[config.mk]
export PLATFORM = sky130hd
export DESIGN_NAME = uart_rx_ctrl
export DESIGN_NICKNAME = d
export VERILOG_FILES = /design/src/rtl/uart_rx_ctrl_pkg.sv /design/src/rtl/uart_rx_sync.sv /design/src/rtl/uart_rx_ctrl.sv
export SDC_FILE = /design/constraint.sdc
export NUM_CORES = 1
export LEC_CHECK = 0
export CELL_PAD_IN_SITES_DETAIL_PLACEMENT = 0
export CELL_PAD_IN_SITES_GLOBAL_PLACEMENT = 1
export CORE_ASPECT_RATIO = 0.7
export CORE_MARGIN = 2
export CORE_UTILIZATION = 34
export CTS_BUF_LIST = sky130_fd_sc_hd__clkbuf_16
export DETAILED_ROUTE_END_ITERATION = 7
export PLACE_DENSITY = 0.82
export SYNTH_ARGS = -nofsm -noshare
export SYNTH_HDL_FRONTEND = slang
export SYNTH_SLANG_ARGS = --single-unit
[constraint.sdc]
create_clock -name Clk -period 1.2 [get_ports Clk]
set_clock_uncertainty 0.05 [all_clocks]
set_input_delay 0.18 -clock Clk [delete_from_list [all_inputs] [get_ports Clk]]
set_output_delay 0.18 -clock Clk [all_outputs]
set_load 0.01 [all_outputs]
[src/rtl/uart_rx_ctrl_pkg.sv]
// Shared types and constants for the UART receive controller.
package uart_rx_ctrl_pkg;

  localparam int unsigned BAUD_W            = 3;
  localparam int unsigned DEFAULT_DATA_BITS = 8;

  // Baud code loaded at reset
  localparam logic [BAUD_W-1:0] B_DEFAULT = 3'b100;

  typedef enum logic [2:0] {
    S_IDLE   = 3'd0,
    S_START  = 3'd1,
    S_DATA   = 3'd2,
    S_PARITY = 3'd3,
    S_STOP   = 3'd4
  } state_t;

endpackage

[src/rtl/uart_rx_sync.sv]
// Two-flop synchronizer for the asynchronous serial line; resets to idle-high.
module uart_rx_sync (
  input  logic Clk,
  input  logic Rst,
  input  logic i_async,
  output logic o_sync
);

  logic r_meta;
  logic r_sync;

  // Double-register the line; preset high so reset never looks like a start edge
  always_ff @(posedge Clk) begin
    if (Rst) begin
      r_meta <= 1'b1;
      r_sync <= 1'b1;
    end else begin
      r_meta <= i_async;
      r_sync <= r_meta;
    end
  end

  assign o_sync = r_sync;

endmodule

[src/rtl/uart_rx_ctrl.sv]
// UART receive controller: start-edge detect, mid-bit sampling on BaudTick,
// LSB-first shift, stop/parity checking. Define UART_RX_PARITY_EN to add a
// parity bit between the data bits and the stop bit.
module uart_rx_ctrl
  import uart_rx_ctrl_pkg::*;
#(
  parameter int unsigned DATA_BITS  = DEFAULT_DATA_BITS,
  parameter bit          PARITY_ODD = 1'b0
) (
  input  logic                 Clk,
  input  logic                 Rst,
  input  logic                 Rx,
  input  logic [BAUD_W-1:0]    Select,
  input  logic                 BaudTick,
  output logic                 BaudEn,
  output logic [BAUD_W-1:0]    BaudSel,
  output logic [DATA_BITS-1:0] RxData,
  output logic                 RxValid,
  output logic                 FrameErr,
  output logic                 ParityErr,
  output logic                 Busy
);

  localparam int unsigned CNT_W = $clog2(DATA_BITS);

`ifdef UART_RX_PARITY_EN
  localparam state_t S_AFTER_DATA = S_PARITY;
`else
  localparam state_t S_AFTER_DATA = S_STOP;
`endif

  logic                 w_rx_s;
  logic                 r_rx_prev;
  state_t               r_state,     w_state_nxt;
  logic [CNT_W-1:0]     r_bit_cnt,   w_bit_cnt_nxt;
  logic [DATA_BITS-1:0] r_shift,     w_shift_nxt;
  logic [DATA_BITS-1:0] r_rx_data,   w_rx_data_nxt;
  logic [BAUD_W-1:0]    r_baud_sel,  w_baud_sel_nxt;
  logic                 r_active;
  logic                 r_rx_valid,  w_rx_valid_nxt;
  logic                 r_frame_err, w_frame_err_nxt;
`ifdef UART_RX_PARITY_EN
  logic                 r_par_mis,   w_par_mis_nxt;
  logic                 r_par_err,   w_par_err_nxt;
`endif

  uart_rx_sync u_sync (
    .Clk     (Clk),
    .Rst     (Rst),
    .i_async (Rx),
    .o_sync  (w_rx_s)
  );

  // Next-state, datapath and pulse decode
  always_comb begin
    w_state_nxt     = r_state;
    w_bit_cnt_nxt   = r_bit_cnt;
    w_shift_nxt     = r_shift;
    w_rx_data_nxt   = r_rx_data;
    w_baud_sel_nxt  = r_baud_sel;
    w_rx_valid_nxt  = 1'b0;
    w_frame_err_nxt = 1'b0;
`ifdef UART_RX_PARITY_EN
    w_par_mis_nxt   = r_par_mis;
    w_par_err_nxt   = 1'b0;
`endif
    case (r_state)
      S_IDLE: begin
        w_baud_sel_nxt = Select;
        w_bit_cnt_nxt  = '0;
`ifdef UART_RX_PARITY_EN
        w_par_mis_nxt  = 1'b0;
`endif
        if (r_rx_prev && !w_rx_s) w_state_nxt = S_START;
      end
      S_START: begin
        // A high line at mid-start-bit is a glitch, not a frame
        if (BaudTick) begin
          w_bit_cnt_nxt = '0;
          w_state_nxt   = w_rx_s ? S_IDLE : S_DATA;
        end
      end
      S_DATA: begin
        if (BaudTick) begin
          w_shift_nxt   = {w_rx_s, r_shift[DATA_BITS-1:1]};
          w_bit_cnt_nxt = r_bit_cnt + 1'b1;
          if (r_bit_cnt == CNT_W'(DATA_BITS - 1)) w_state_nxt = S_AFTER_DATA;
        end
      end
`ifdef UART_RX_PARITY_EN
      S_PARITY: begin
        if (BaudTick) begin
          w_par_mis_nxt = (^r_shift) ^ w_rx_s ^ PARITY_ODD;
          w_state_nxt   = S_STOP;
        end
      end
`endif
      S_STOP: begin
        if (BaudTick) begin
          w_rx_data_nxt = r_shift;
          w_state_nxt   = S_IDLE;
          if (w_rx_s) begin
            w_rx_valid_nxt = 1'b1;
`ifdef UART_RX_PARITY_EN
            w_par_err_nxt  = r_par_mis;
`endif
          end else begin
            w_frame_err_nxt = 1'b1;
          end
        end
      end
      default: w_state_nxt = S_IDLE;
    endcase
  end

  // State and output registers; BaudEn/Busy follow the next state so the
  // generator sees enable drop in the first IDLE cycle
  always_ff @(posedge Clk) begin
    if (Rst) begin
      r_state     <= S_IDLE;
      r_rx_prev   <= 1'b1;
      r_bit_cnt   <= '0;
      r_shift     <= '0;
      r_rx_data   <= '0;
      r_baud_sel  <= B_DEFAULT;
      r_active    <= 1'b0;
      r_rx_valid  <= 1'b0;
      r_frame_err <= 1'b0;
`ifdef UART_RX_PARITY_EN
      r_par_mis   <= 1'b0;
      r_par_err   <= 1'b0;
`endif
    end else begin
      r_state     <= w_state_nxt;
      r_rx_prev   <= w_rx_s;
      r_bit_cnt   <= w_bit_cnt_nxt;
      r_shift     <= w_shift_nxt;
      r_rx_data   <= w_rx_data_nxt;
      r_baud_sel  <= w_baud_sel_nxt;
      r_active    <= (w_state_nxt != S_IDLE);
      r_rx_valid  <= w_rx_valid_nxt;
      r_frame_err <= w_frame_err_nxt;
`ifdef UART_RX_PARITY_EN
      r_par_mis   <= w_par_mis_nxt;
      r_par_err   <= w_par_err_nxt;
`endif
    end
  end

  assign BaudEn   = r_active;
  assign Busy     = r_active;
  assign BaudSel  = r_baud_sel;
  assign RxData   = r_rx_data;
  assign RxValid  = r_rx_valid;
  assign FrameErr = r_frame_err;

`ifdef UART_RX_PARITY_EN
  assign ParityErr = r_par_err;
`else
  // Parity sense has no function when parity is compiled out
  logic w_unused_parity_odd;
  assign w_unused_parity_odd = PARITY_ODD;
  assign ParityErr = 1'b0;
`endif

endmodule

* Word level (Yosys, flattened, before mapping)
Cells that the tools add are included.
** Word-level totals
- Memories :: 0
- Logic and storage cells :: 41
- Memory bits (read-only) :: 0
- Bits in latches :: 0
- RAM bits :: 0
- Bits in registers :: 31
- Output and inout bits :: 16
- Bits of input ports :: 7
** Operators by class
- $mul :: 0
- Magnitude comparators :: 0
- Add/subtract/negate cells :: 1
- Equality and inequality tests :: 6
- Multiplexer cells :: 12
- Div/mod/pow operators :: 0
- Shifts and indexed selects :: 0
- Reduce and logical (&&, ||, !) cells :: 9
- Bitwise gates (word level) :: 2
** Operators with widths (number)
- 3-bit two-way mux :: 7
- 3-bit case mux with 4 select lines :: 1
- 3-bit case mux with 3 select lines :: 1
- 3-bit == test (second input constant) :: 2
- 3-bit nonzero test :: 2
- 2-bit inequality test (second input constant) :: 2
- 2-bit AND reduction :: 2
- 3-bit by 1-bit adder with 3-bit output (second input constant) :: 1
- 3-bit by 1-bit == test with 1-bit output (second input constant) :: 1
- 3-bit by 2-bit == test with 1-bit output (second input constant) :: 1
- 3-bit logical NOT :: 1
- 3-bit AND reduction :: 1
- 3-bit OR reduction :: 1
- 1-bit two-way mux :: 2
- 2-bit two-way mux :: 1
- 1-bit NOT :: 2
- 1-bit logical AND :: 1
- 1-bit logical NOT :: 1

* Longest topological paths before layout
Gate-level depths: netlist (run 1).
- Word-level depth :: 5
- Gate-level depth with buffers :: 6
- Mapped depth without buffers :: 6

* Modules after synthesis
A second synthesis (run 1) with hierarchy kept.
** Unflattened totals
- Cell total of the unflattened synthesis :: 130
- Area total of the unflattened synthesis :: 1236.2 um2
** Modules (own cells, without submodules)
- uart_rx_ctrl :: cells each 126, area each 1183.6 um2, times used 1
- uart_rx_sync :: cells each 4, area each 52.6 um2, times used 1

* Least setup slack after synthesis (run 1)
OpenSTA, ideal clock, no wires.
- Path kind :: register to register
- Start :: register r_bit_cnt[0]
- End :: register r_active (netlist: BaudEn)
- Stages on the path, launching flop included :: 7
- Setup time :: 114 ps
- Path slack :: -32 ps
- Data arrival time :: 1068 ps
- Clock period less this slack :: 1232 ps
- Cell sequence :: dfxtp_1 > ha_1 > ha_1 > nand2_1 > a21oi_1 > o21ai_0 > a21o_1
** Between the ends
- Longest elaborated chain between the ends :: 5
** RTL lines
- from (decl) :: line uart_rx_ctrl.sv:35 : logic [CNT_W-1:0] r_bit_cnt, w_bit_cnt_nxt;
- from (signal assigned) :: line uart_rx_ctrl.sv:136 : r_bit_cnt <= w_bit_cnt_nxt;
- 3-bit == test :: line uart_rx_ctrl.sv:87 : if (r_bit_cnt == CNT_W'(DATA_BITS - 1)) w_state_nxt = S_AFTER_DATA;
- 3-bit two-way mux :: line uart_rx_ctrl.sv:87
- 3-bit two-way mux :: line uart_rx_ctrl.sv:84 : if (BaudTick) begin
- 3-bit case mux with 4 select lines :: line uart_rx_ctrl.sv:67 : case (r_state)
- 3-bit nonzero test :: line uart_rx_ctrl.sv:140 : r_active <= (w_state_nxt != S_IDLE);
- to (signal assigned) :: line uart_rx_ctrl.sv:140
- to (decl) :: line uart_rx_ctrl.sv:39 : logic r_active;
No other way between the ends.
A chain may end at the register's enable or synchronous reset.

* Worst setup path after layout (run 1)
- Start :: register r_state[0]
- End :: register r_active (netlist: BaudEn)
** Between the ends
- Longest elaborated chain between the ends :: 4
** RTL lines
- from (decl) :: line uart_rx_ctrl.sv:34 : state_t r_state, w_state_nxt;
- from (signal assigned) :: line uart_rx_ctrl.sv:134 : r_state <= w_state_nxt;
- 3-bit two-way mux :: line uart_rx_ctrl.sv:87
- 3-bit two-way mux :: line uart_rx_ctrl.sv:84
- 3-bit case mux with 4 select lines * :: line uart_rx_ctrl.sv:67
- 3-bit nonzero test * :: line uart_rx_ctrl.sv:140
Every way passes the cells marked *; elsewhere a longest branch is shown, timed or not.

==> results of run 1 <==
==> critical path, delay by kind of cell, from the launching register on <==
family	cells	cell delay, ns
compound gates	3	0.43
flops	1	0.38
simple gates	1	0.13
buf+inv	1	0.16
==> power groups by stage <==
stage	logic, mW	clock network [mW]	registers, mW
after floorplan	0.0584	0	1.07
after global placement	0.106	0	1.08
after detailed placement	0.109	0	1.08
after CTS	0.115	1.18	1.05
after global routing	0.130	1.22	1.05
final	0.121	1.15	1.05
==> cells by family (layout without fill, tap and decap cells) <==
group	count (synthesis)	in the layout	synth area share
AOI/OAI and AO/OA	28	28	0.124
adders and majority gates	3	3	0.0284
buffers and inverters	12	54	0.0680
DFF	31	31	0.504
muxes	2	2	0.0162
other	1	1	0.00304
and+or+nand+nor	63	63	0.257
==> per-stage QoR <==
stage               instances  TNS (ns)  power, mW  instance area (um2)
floorplan                 140   -0.0119       1.13                 1240
global placement          219     -7.50       1.18                 1590
detailed placement        219     -8.79       1.19                 1590
CTS                       231    -0.113       2.34                 1830
global route              232     -1.18       2.40                 1930
finish                    232    -0.220       2.32                 1930
==> area by class of cell <==
class	instances	area, um2	area share
Multi-Input combinational cell	97	676	0.350
Sequential cell	31	634	0.328
Timing Repair Buffer	46	422	0.218
Clock buffer	5	125	0.0648
Tap cell	50	62.6	0.0324
Clock inverter	2	8.76	0.00453
Inverter	1	3.75	0.00194
==> layout by cell type, fill, tap and decap left out, types with 2 or more instances in the layout <==
master and count:
a21oi_1 9, a21oi_2 11, buf_12 2, buf_4 18
buf_6 5, clkbuf_16 5, clkdlybuf4s50_1 5, dfxtp_1 26
dfxtp_2 2, dfxtp_4 3, dlygate4sd2_1 16, ha_4 2
mux2i_1 2, nand2_1 30, nand2_2 3, nand2_4 3
nor2_1 8, nor2b_1 2, o21ai_1 2, o21ai_2 2
or2_2 3
==> layer usage <==
| metal | routed length, um | vias up |
|---|---|---|
| met2 | 1480 | 24 |
| met3 | 120 | 5 |
| met5 | 0 | - |
| met4 | 39 | 0 |
| li1 | - | 544 |
| met1 | 1300 | 494 |
==> flip-flops by register name (all words and copies together), names as in the netlist <==
signal and flops:
r_state 3, r_rx_prev 1, u_sync.o_sync 1, r_bit_cnt 3, RxData 8, BaudSel 3
RxValid 1, BaudEn 1, u_sync.r_meta 1, r_shift 8, FrameErr 1
==> worst paths after layout <==
kind | startpoint | end | cells past startpoint | slack (ns)
worst min register to register | u_sync.r_meta | u_sync.o_sync | 1 | 0.37
worst max-delay path | r_state[0] | BaudEn | 5 | -0.04
worst max register to register | r_state[0] | BaudEn | 5 | -0.04
worst min-delay path | u_sync.r_meta | u_sync.o_sync | 1 | 0.37
==> what timing repair did <==
| action | CTS | global route |
|---|---|---|
| hold buffers | 0 | 0 |
| gates resized for setup | 40 | 23 |
| pin swaps | 9 | 12 |
| endpoints found under the setup margin | 41 | 23 |
| setup buffers | 5 | 1 |
==> impl_metrics.env, run 1 <==
export IMPL_synth_area_um2=1230
export IMPL_met1_usage=0.170
export IMPL_power_leakage_nw=0.830
export IMPL_clk_root_buffer_cell="clkbuf_16"
export IMPL_die_w_um=76.0
export IMPL_p_clk_frac=0.496
export IMPL_p_int_mw=1.85
export IMPL_area_growth_pct=56.8
export IMPL_synth_async_reset_ratio=0
export IMPL_gr_total_overflow=0
export IMPL_critPathLaunchType="flop"
export IMPL_syn_avg_cell_area_um2=8.80
export IMPL_cp_cell_sequence="buf_4 > nor2b_1 > o21ai_1 > o21ai_1 > a21o_1"
export IMPL_viasPerCell=4.60
export IMPL_synth_nets=149
export IMPL_finalCriticalPeriod_ns=1.24
export IMPL_yosysSeqAreaShare=0.504
export IMPL_hpwl_um=1960
export IMPL_critPathMaxStageDelay_ns=0.38
export IMPL_die_area_um2=4130
export IMPL_switchingPower_uw=478
export IMPL_gr_usage_all_layers=0.155
export IMPL_worst_path_max_fanout=6
export IMPL_cts_htree_levels=2
export IMPL_layout_setup_ws_ns=-0.0439
export IMPL_numCtsBuffers=5
export IMPL_wl_per_cell_um=12.7
export IMPL_grt_met2_usage=0.289
export IMPL_p_per_area_nw_per_um2=1200
export IMPL_arrival_ns=1.36
export IMPL_path_class="flop to flop"
export IMPL_gp_congestion=0.851
export IMPL_switching_share=0.206
export IMPL_core_area_um2=3490
export IMPL_ys_ff_latch=31
export IMPL_cts_sinks=31
export IMPL_critPathSlowestCell="dfxtp_4"
export IMPL_grt_max_degree=15
export IMPL_yosysTopAreaCell="dfxtp_1"
export IMPL_grt_pass1_wl_um=4770
export IMPL_critPathCaptureType="flop"
export IMPL_routed_wl_um=2940
export IMPL_clk_insertion_delay_late_ns=0.27
export IMPL_top_usage_layer="met2"
export IMPL_outcome="complete, but fails checks"
export IMPL_dp_slack_ns=-0.530
export IMPL_required_ns=1.32
export IMPL_clkTransAtPathRegs_ns=0.05
export IMPL_firstDrtPassIters=4
export IMPL_port_buffers=21
export IMPL_start_util=0.353
export IMPL_drive_gt1_frac=0.401
export IMPL_synth_edff_count=0
export IMPL_maxSlewViolCount=0
export IMPL_yosys_top_cells_area="dfxtp_1 (50%), nand2_1 (11%), a21oi_1 (8.1%), buf_4 (3.7%), nor2_1 (2.7%)"
export IMPL_finalNetCount=191
export IMPL_hold_violations=0
export IMPL_violations="negative setup slack"
export IMPL_ys_warn_count=0
export IMPL_cts_max_path_buffers=2
export IMPL_holdCritPathClass="flop to flop"
export IMPL_dominantRegCellSynth="dfxtp_1"
export IMPL_synthCells=140
export IMPL_crit_top_cell="o21ai_1"
export IMPL_max_freq_mhz=804
export IMPL_final_util=0.553
export IMPL_vias=1067
export IMPL_cts_tree="yes"
export IMPL_nFillCells=312
export IMPL_synth_top_area_frac=0.504
export IMPL_first_global_vias=1052
export IMPL_grtUsageMet3=0.0462
export IMPL_ant_nets=0
export IMPL_cap_violations=0
export IMPL_diodes=0
export IMPL_rsz0062_at_grt="yes"
export IMPL_antenna_found_initial=0
export IMPL_synth_most_common_cell="nand2_1"
export IMPL_ioPinCount=23
export IMPL_combPwrFrac=0.052
export IMPL_ir_worst_vdd_mv=0.678
export IMPL_setup_viol=11
export IMPL_post_route_period_util=1.04
export IMPL_post_route_drc_count=0
export IMPL_synth_cell_types=32
export IMPL_hold_worst_slack_ns=0.369
export IMPL_yosys_top_cells_count="nand2_1 (36), dfxtp_1 (31), a21oi_1 (20)"
export IMPL_fp_dieH_um=54.4
export IMPL_seqPwrFrac=0.452
export IMPL_rows=18
export IMPL_drt_iter0_drc=38
(Power assumes the default switching activity.)
==> run 2: changes to the inputs <==
--- a/config.mk
+++ b/config.mk
@@ -13,6 +13,7 @@
 export CTS_BUF_LIST = sky130_fd_sc_hd__clkbuf_16
 export DETAILED_ROUTE_END_ITERATION = 7
 export PLACE_DENSITY = 0.82
+export RECOVER_POWER = 50
 export SYNTH_ARGS = -nofsm -noshare
 export SYNTH_HDL_FRONTEND = slang
 export SYNTH_SLANG_ARGS = --single-unit
==> results of run 2 <==
Same layout as run 1: the final DEF is identical, and so are final timing and power.
==> run 3: changes to the inputs <==
--- a/config.mk
+++ b/config.mk
@@ -14,6 +14,7 @@
 export DETAILED_ROUTE_END_ITERATION = 7
 export PLACE_DENSITY = 0.82
 export RECOVER_POWER = 50
+export SETUP_SLACK_MARGIN = 0.3
 export SYNTH_ARGS = -nofsm -noshare
 export SYNTH_HDL_FRONTEND = slang
 export SYNTH_SLANG_ARGS = --single-unit
==> run 3 against run 2 <==
The run still ends with negative setup slack left; combinational power increased by 20%; register-to-register slack got worse by 0.02 ns; non-clock buffer count decreased by 7; routed wire length increased by 1.8%; critical path depth increased by 1; highest routed layer unchanged.
==> impl_metrics.env, run 3 (synthesis gave the netlist of run 1 again) <==
export IMPL_finalInstanceArea_um2=1940
export IMPL_fin_total_pwr_mw=2.35
export IMPL_post_route_period_util=1.05
export IMPL_critPathLaunchType="flop"
export IMPL_cts_htree_levels=2
export IMPL_finalNetCount=186
export IMPL_required_ns=1.31
export IMPL_grt_max_degree=17
export IMPL_die_w_um=76.0
export IMPL_regArea_um2=636
export IMPL_diodes=0
export IMPL_drt_iter0_drc=53
export IMPL_power_leakage_nw=0.737
export IMPL_cts_tree="yes"
export IMPL_dp_slack_ns=-0.351
export IMPL_holdCritPathClass="input pin to flop"
export IMPL_gp_congestion=0.758
export IMPL_rows=18
export IMPL_cap_violations=0
export IMPL_critPathCaptureType="flop"
export IMPL_clkTransAtPathRegs_ns=0.05
export IMPL_hold_worst_slack_ns=0.298
export IMPL_fp_dieH_um=54.4
export IMPL_clk_insertion_delay_late_ns=0.27
export IMPL_firstDrtPassIters=4
export IMPL_cts_max_path_buffers=2
export IMPL_area_growth_pct=57.5
export IMPL_setup_viol=10
export IMPL_layout_commonest_cell="nand2_1"
export IMPL_gr_total_overflow=0
export IMPL_antenna_found_initial=0
export IMPL_hpwl_um=1750
export IMPL_grt_pass1_wl_um=4950
export IMPL_vias=1089
export IMPL_outcome="complete, but fails checks"
export IMPL_layout_setup_ws_ns=-0.0611
export IMPL_first_global_vias=1083
export IMPL_cts_sinks=31
export IMPL_viasPerCell=4.78
export IMPL_hold_violations=0
export IMPL_wl_per_cell_um=13.1
export IMPL_drive_gt1_frac=0.517
export IMPL_port_buffers=21
export IMPL_gr_usage_all_layers=0.159
export IMPL_rsz0062_at_grt="yes"
export IMPL_p_per_area_nw_per_um2=1210
export IMPL_worst_path_max_fanout=6
export IMPL_post_route_drc_count=0
export IMPL_ioPinCount=23
export IMPL_routed_wl_um=2990
export IMPL_core_area_um2=3490
export IMPL_violations="negative setup slack"
export IMPL_placed_area_um2=1570
export IMPL_path_class="flop to flop"
export IMPL_ant_nets=0
export IMPL_r2r_cells=6
export IMPL_clk_root_buffer_cell="clkbuf_16"
export IMPL_finalCriticalPeriod_ns=1.26
export IMPL_die_area_um2=4130
export IMPL_max_freq_mhz=793
export IMPL_min_path_cells=2
export IMPL_arrival_ns=1.37
export IMPL_start_util=0.353
export IMPL_nFillCells=310
export IMPL_multi_input_area_um2=712
export IMPL_layout_common_cells="nand2_1 (24), dfxtp_1 (23), buf_6 (18), nand2_2 (12), a21oi_1 (11)"
export IMPL_numCtsBuffers=5
export IMPL_ir_worst_vdd_mv=0.765
export IMPL_maxSlewViolCount=0
## run 3: cell types whose count changed in the layout (fill, tap and decap cells not counted), moves of 2 or more
cell,change
buf_6,+13
nand2_1,-6
dlygate4sd2_1,-14
buf_4,-8
nand2_2,+9
buf_2,+2
dfxtp_2,+4
dfxtp_1,-3
a21oi_1,+2
inv_1,+2
a21oi_2,-2
nand2_4,-3
nand3_4,+2
## run 3: path summary, 6_finish.rpt
kind / start / end / slack [ns]
setup / recovery: r_state[1] / BaudEn / -0.06
hold / removal: Rst / r_rx_prev / 0.30
setup reg to reg: r_state[1] / BaudEn / -0.06
hold reg to reg: u_sync.r_meta / u_sync.o_sync / 0.37
## run 3: layout make-up
| class | instances | area share |
|---|---|---|
| inverter | 1 | 0.00193 |
| multi-input combinational | 99 | 0.367 |
| sequential | 31 | 0.328 |
| clock inverter | 3 | 0.00645 |
| timing repair buffer | 39 | 0.201 |
| tap | 50 | 0.0322 |
| clock buffer | 5 | 0.0645 |
## run 3: timing repair
item | CTS | global route
pin swaps | 8 | 11
setup endpoints to repair | 46 | 43
hold buffers | 0 | 0
setup buffers | 7 | 1
endpoints found under the hold margin | 0 | 0
gates resized for setup | 111 | 20
gates cloned | 2 | 0
## run 3: routing by layer
metal	routed length (um)	GRT usage
met1	1390	0.189
met2	1430	0.266
met3	139	0.0512
met4	33	0.0848
met5	0	0
## run 3: power by group
part	switching, mW	leakage [nW]	internal, mW
clock network	0.405	0.0762	0.746
registers	0.00937	0.255	1.04
logic	0.0691	0.405	0.0763
total	0.484	0.737	1.86
## run 3: stage by stage
step / util / instances / setup TNS (ns)
after CTS: 0.537 / 227 / -0.0151
after global placement: 0.449 / 210 / -6.32
final: 0.556 / 228 / -0.287
after floorplan: - / 140 / 0
after global routing: 0.556 / 228 / -1.06
after detailed placement: 0.449 / 210 / -7.12
## run 3: critical path: stages, from the launching register on
cell     delay, ns
dfxtp_4       0.39
buf_12        0.11
nor2_4        0.04
buf_4         0.12
nor2_2        0.19
nor2_1        0.07
a21o_1        0.17
==> edit: new RTL, flow settings as in run 1 <==
Add an input register stage for `Select`; this delays it by one clock. The other inputs are not delayed to match.
--- a/src/rtl/uart_rx_ctrl.sv
+++ b/src/rtl/uart_rx_ctrl.sv
@@ -23,4 +23,10 @@
 
   localparam int unsigned CNT_W = $clog2(DATA_BITS);
+
+  logic [BAUD_W-1:0] Select_q;
+
+  always_ff @(posedge Clk) begin
+    Select_q <= Select;
+  end
 
 `ifdef UART_RX_PARITY_EN
@@ -67,5 +73,5 @@
     case (r_state)
       S_IDLE: begin
-        w_baud_sel_nxt = Select;
+        w_baud_sel_nxt = Select_q;
         w_bit_cnt_nxt  = '0;
 `ifdef UART_RX_PARITY_EN
Behaviour: not the same (Yosys sat finds a counterexample within 4 cycles, from zero or initial values and one cycle with Rst high).
==> edit against run 1 <==
- the run still ends with negative setup slack left
- combinational power grew 8%
- total power grew 16%
- count of clock-buffer cells in the layout is the same
- routed wire length grew 3.2%
- sequential cell count grew 3
- utilization shrank 1.6 points
- die area grew 5.3%
- maximum frequency shrank 2.2%
- critical endpoint unchanged
- first-iteration DRC count grew 47%
- area after synthesis grew 5.7%
- worst setup slack lost 0.027 ns
- final area grew 0.19%
==> edit: results (changes against run 1) <==
Logic synthesis
  • Synth top cells by count: nand2_1, dfxtp_1, a21oi_1, nor2_1, buf_4 (unchanged)
  • Post-Synthesis Cells: 143 (was 140)
  • Compound-cell area share of the yosys netlist: 11.9% (was 12.4%)
  • Post-synthesis mux area share: 1.54% (was 1.62%)
  • Synth Area in Adders: 2.69% (was 2.84%)
  • Net count after synthesis: 152 (was 149)
  • Sequential share of the synthesized area: 52.3% (was 50.4%)
  • Synth cell types: 34 (was 32)
  • Area contributors post-synth: dfxtp_1, nand2_1, a21oi_1 (unchanged)
  • YS warnings: 0 (unchanged)

GRT
  • Maximum number of pins on one net before global-route repair: 16 (was 15)
  • First-pass GRT wire length: 4660 µm (was 4770 µm)
  • Total GRT Usage: 13.9% (was 15.5%)
  • Vias in the first global route: 1,044 (was 1,052)

Worst setup path
  • CP max FO: 2 (was 6)
  • Reg2Reg Capture Point: BaudEn (unchanged)
  • Worst path slowest cell: dfxtp_2 (was dfxtp_4)
  • Critical Path Start: r_bit_cnt[1] (was r_state[0])
  • Delay of the slowest critical-path stage: 0.35 ns (was 0.38 ns)
  • R2R depth: 6 (was 5)
  • Critical Path AT: 1.39 ns (was 1.36 ns)
  • Reg2Reg Launch Point: r_bit_cnt[1] (was r_state[0])

CTS
  • Clock latency on the worst-skew pair: 0.27 ns (about the same)
  • H-tree depth: 2 (unchanged)
  • TritonCTS buffer count: 5 (unchanged)

Place
  • Hpwl dp: 1890 µm (was 1960 µm)
  • Dpl cells: 217 (was 219)
  • GP Congestion: 0.874 (was 0.851)

STA
  • Total Neg Setup Slack: -0.456 ns (was -0.220 ns)
  • Worst setup margin: -0.0713 ns (was -0.0439 ns)
  • Finish-stage setup viols: 18 (was 11)
  • WHS: 0.301 ns (was 0.369 ns)

Outcome
  • Status: complete, but fails checks (unchanged)
  • Failing checks: negative setup slack (unchanged)

Worst hold path
  • HP Class: input pin to register (was register to register)
  • Hold Path End: Select_q[0] (was u_sync.o_sync)
  • Worst Hold Depth: 1 (unchanged)
  • Min-delay src: Select[0] (was u_sync.r_meta)

Routing
  • Wire per inst: 13.1 µm (was 12.7 µm)
  • 1st-iter DRT viols: 56 (was 38)
  • Vias/cell: 4.68 (was 4.60)

Finish
  • Fill cells: 335 (was 312)
  • Fin nets: 189 (was 191)
  • Fin cells: 231 (was 232)
  • Layout cell share with drive strength beyond 1: 34.3% (was 40.1%)

Pwr
  • Lkg Pwr: 0.795 nW (was 0.830 nW)
  • Peak VDD IR: 0.826 mV (was 0.678 mV)
## edit: changes by cell type after synthesis, sizes merged
| cell | delta |
|---|---|
| a211oi | -1 |
| a21oi | +1 |
| buf | +1 |
| clkbuf | -1 |
| dfxtp | +3 |
| nand2b | +1 |
| nor2 | -2 |
| o21ai | +1 |
## edit: cells by family after synthesis
| kind of cell | count (synthesis) |
|---|---|
| simple gates | 62 |
| flops | 34 |
| compound gates | 29 |
| buf+inv | 12 |
| fa+ha+maj | 3 |
| mux | 2 |
| other cells | 1 |
## edit: power breakdown
group          switching (W)  internal [W]  leakage [nW]
Sequential         0.0000104       0.00115         0.280
Combinational      0.0000602     0.0000711         0.429
Clock               0.000442      0.000963        0.0864
Total               0.000512       0.00218         0.795
## edit: how the worst max path moves through the flow
stage / endpoint / cells past startpoint
finish: BaudEn / 6
CTS: BaudEn / 6
detailed placement: r_bit_cnt[1] / 5
global placement: r_bit_cnt[0] / 5
floorplan: BaudEn / 6
global route: r_bit_cnt[1] / 5
## edit: worst max-delay path, delay by kind of cell (launching register included)
kind	cells	cell delay, ns
AO/OA/AOI/OAI	3	0.42
AND/OR/NAND/NOR	1	0.07
adder cells (fa/ha/maj)	2	0.27
flip-flops	1	0.35
## edit: layout make-up
class                           count  area share [%]
Timing Repair Buffer               40            19.1
Multi-Input combinational cell     98            33.4
Clock inverter                      3            1.94
Tap cell                           50            3.23
Clock buffer                        5            6.46
Inverter                            1           0.194
Sequential cell                    34            35.7
## edit: through the flow
stage	worst slack (ns)	instance area, µm²
final	-0.0713	1940
after global placement	-0.377	1630
after floorplan	0.00895	1310
after detailed placement	-0.448	1630
after CTS	-0.0505	1870
after global routing	-0.117	1940
## edit: per-layer routing
metal / share of wire, % / GRT usage [%]
met5: 0 / 0
met4: 1.3 / 6.52
met3: 4.4 / 4.55
met2: 48 / 22.4
met1: 46 / 16.7
## edit: timing repair
action                     in CTS  in global routing
buffers inserted                5                  0
pin swaps                      10                  7
setup endpoints to repair      41                 27
cloned                          1                  0
gates resized for setup        33                 18
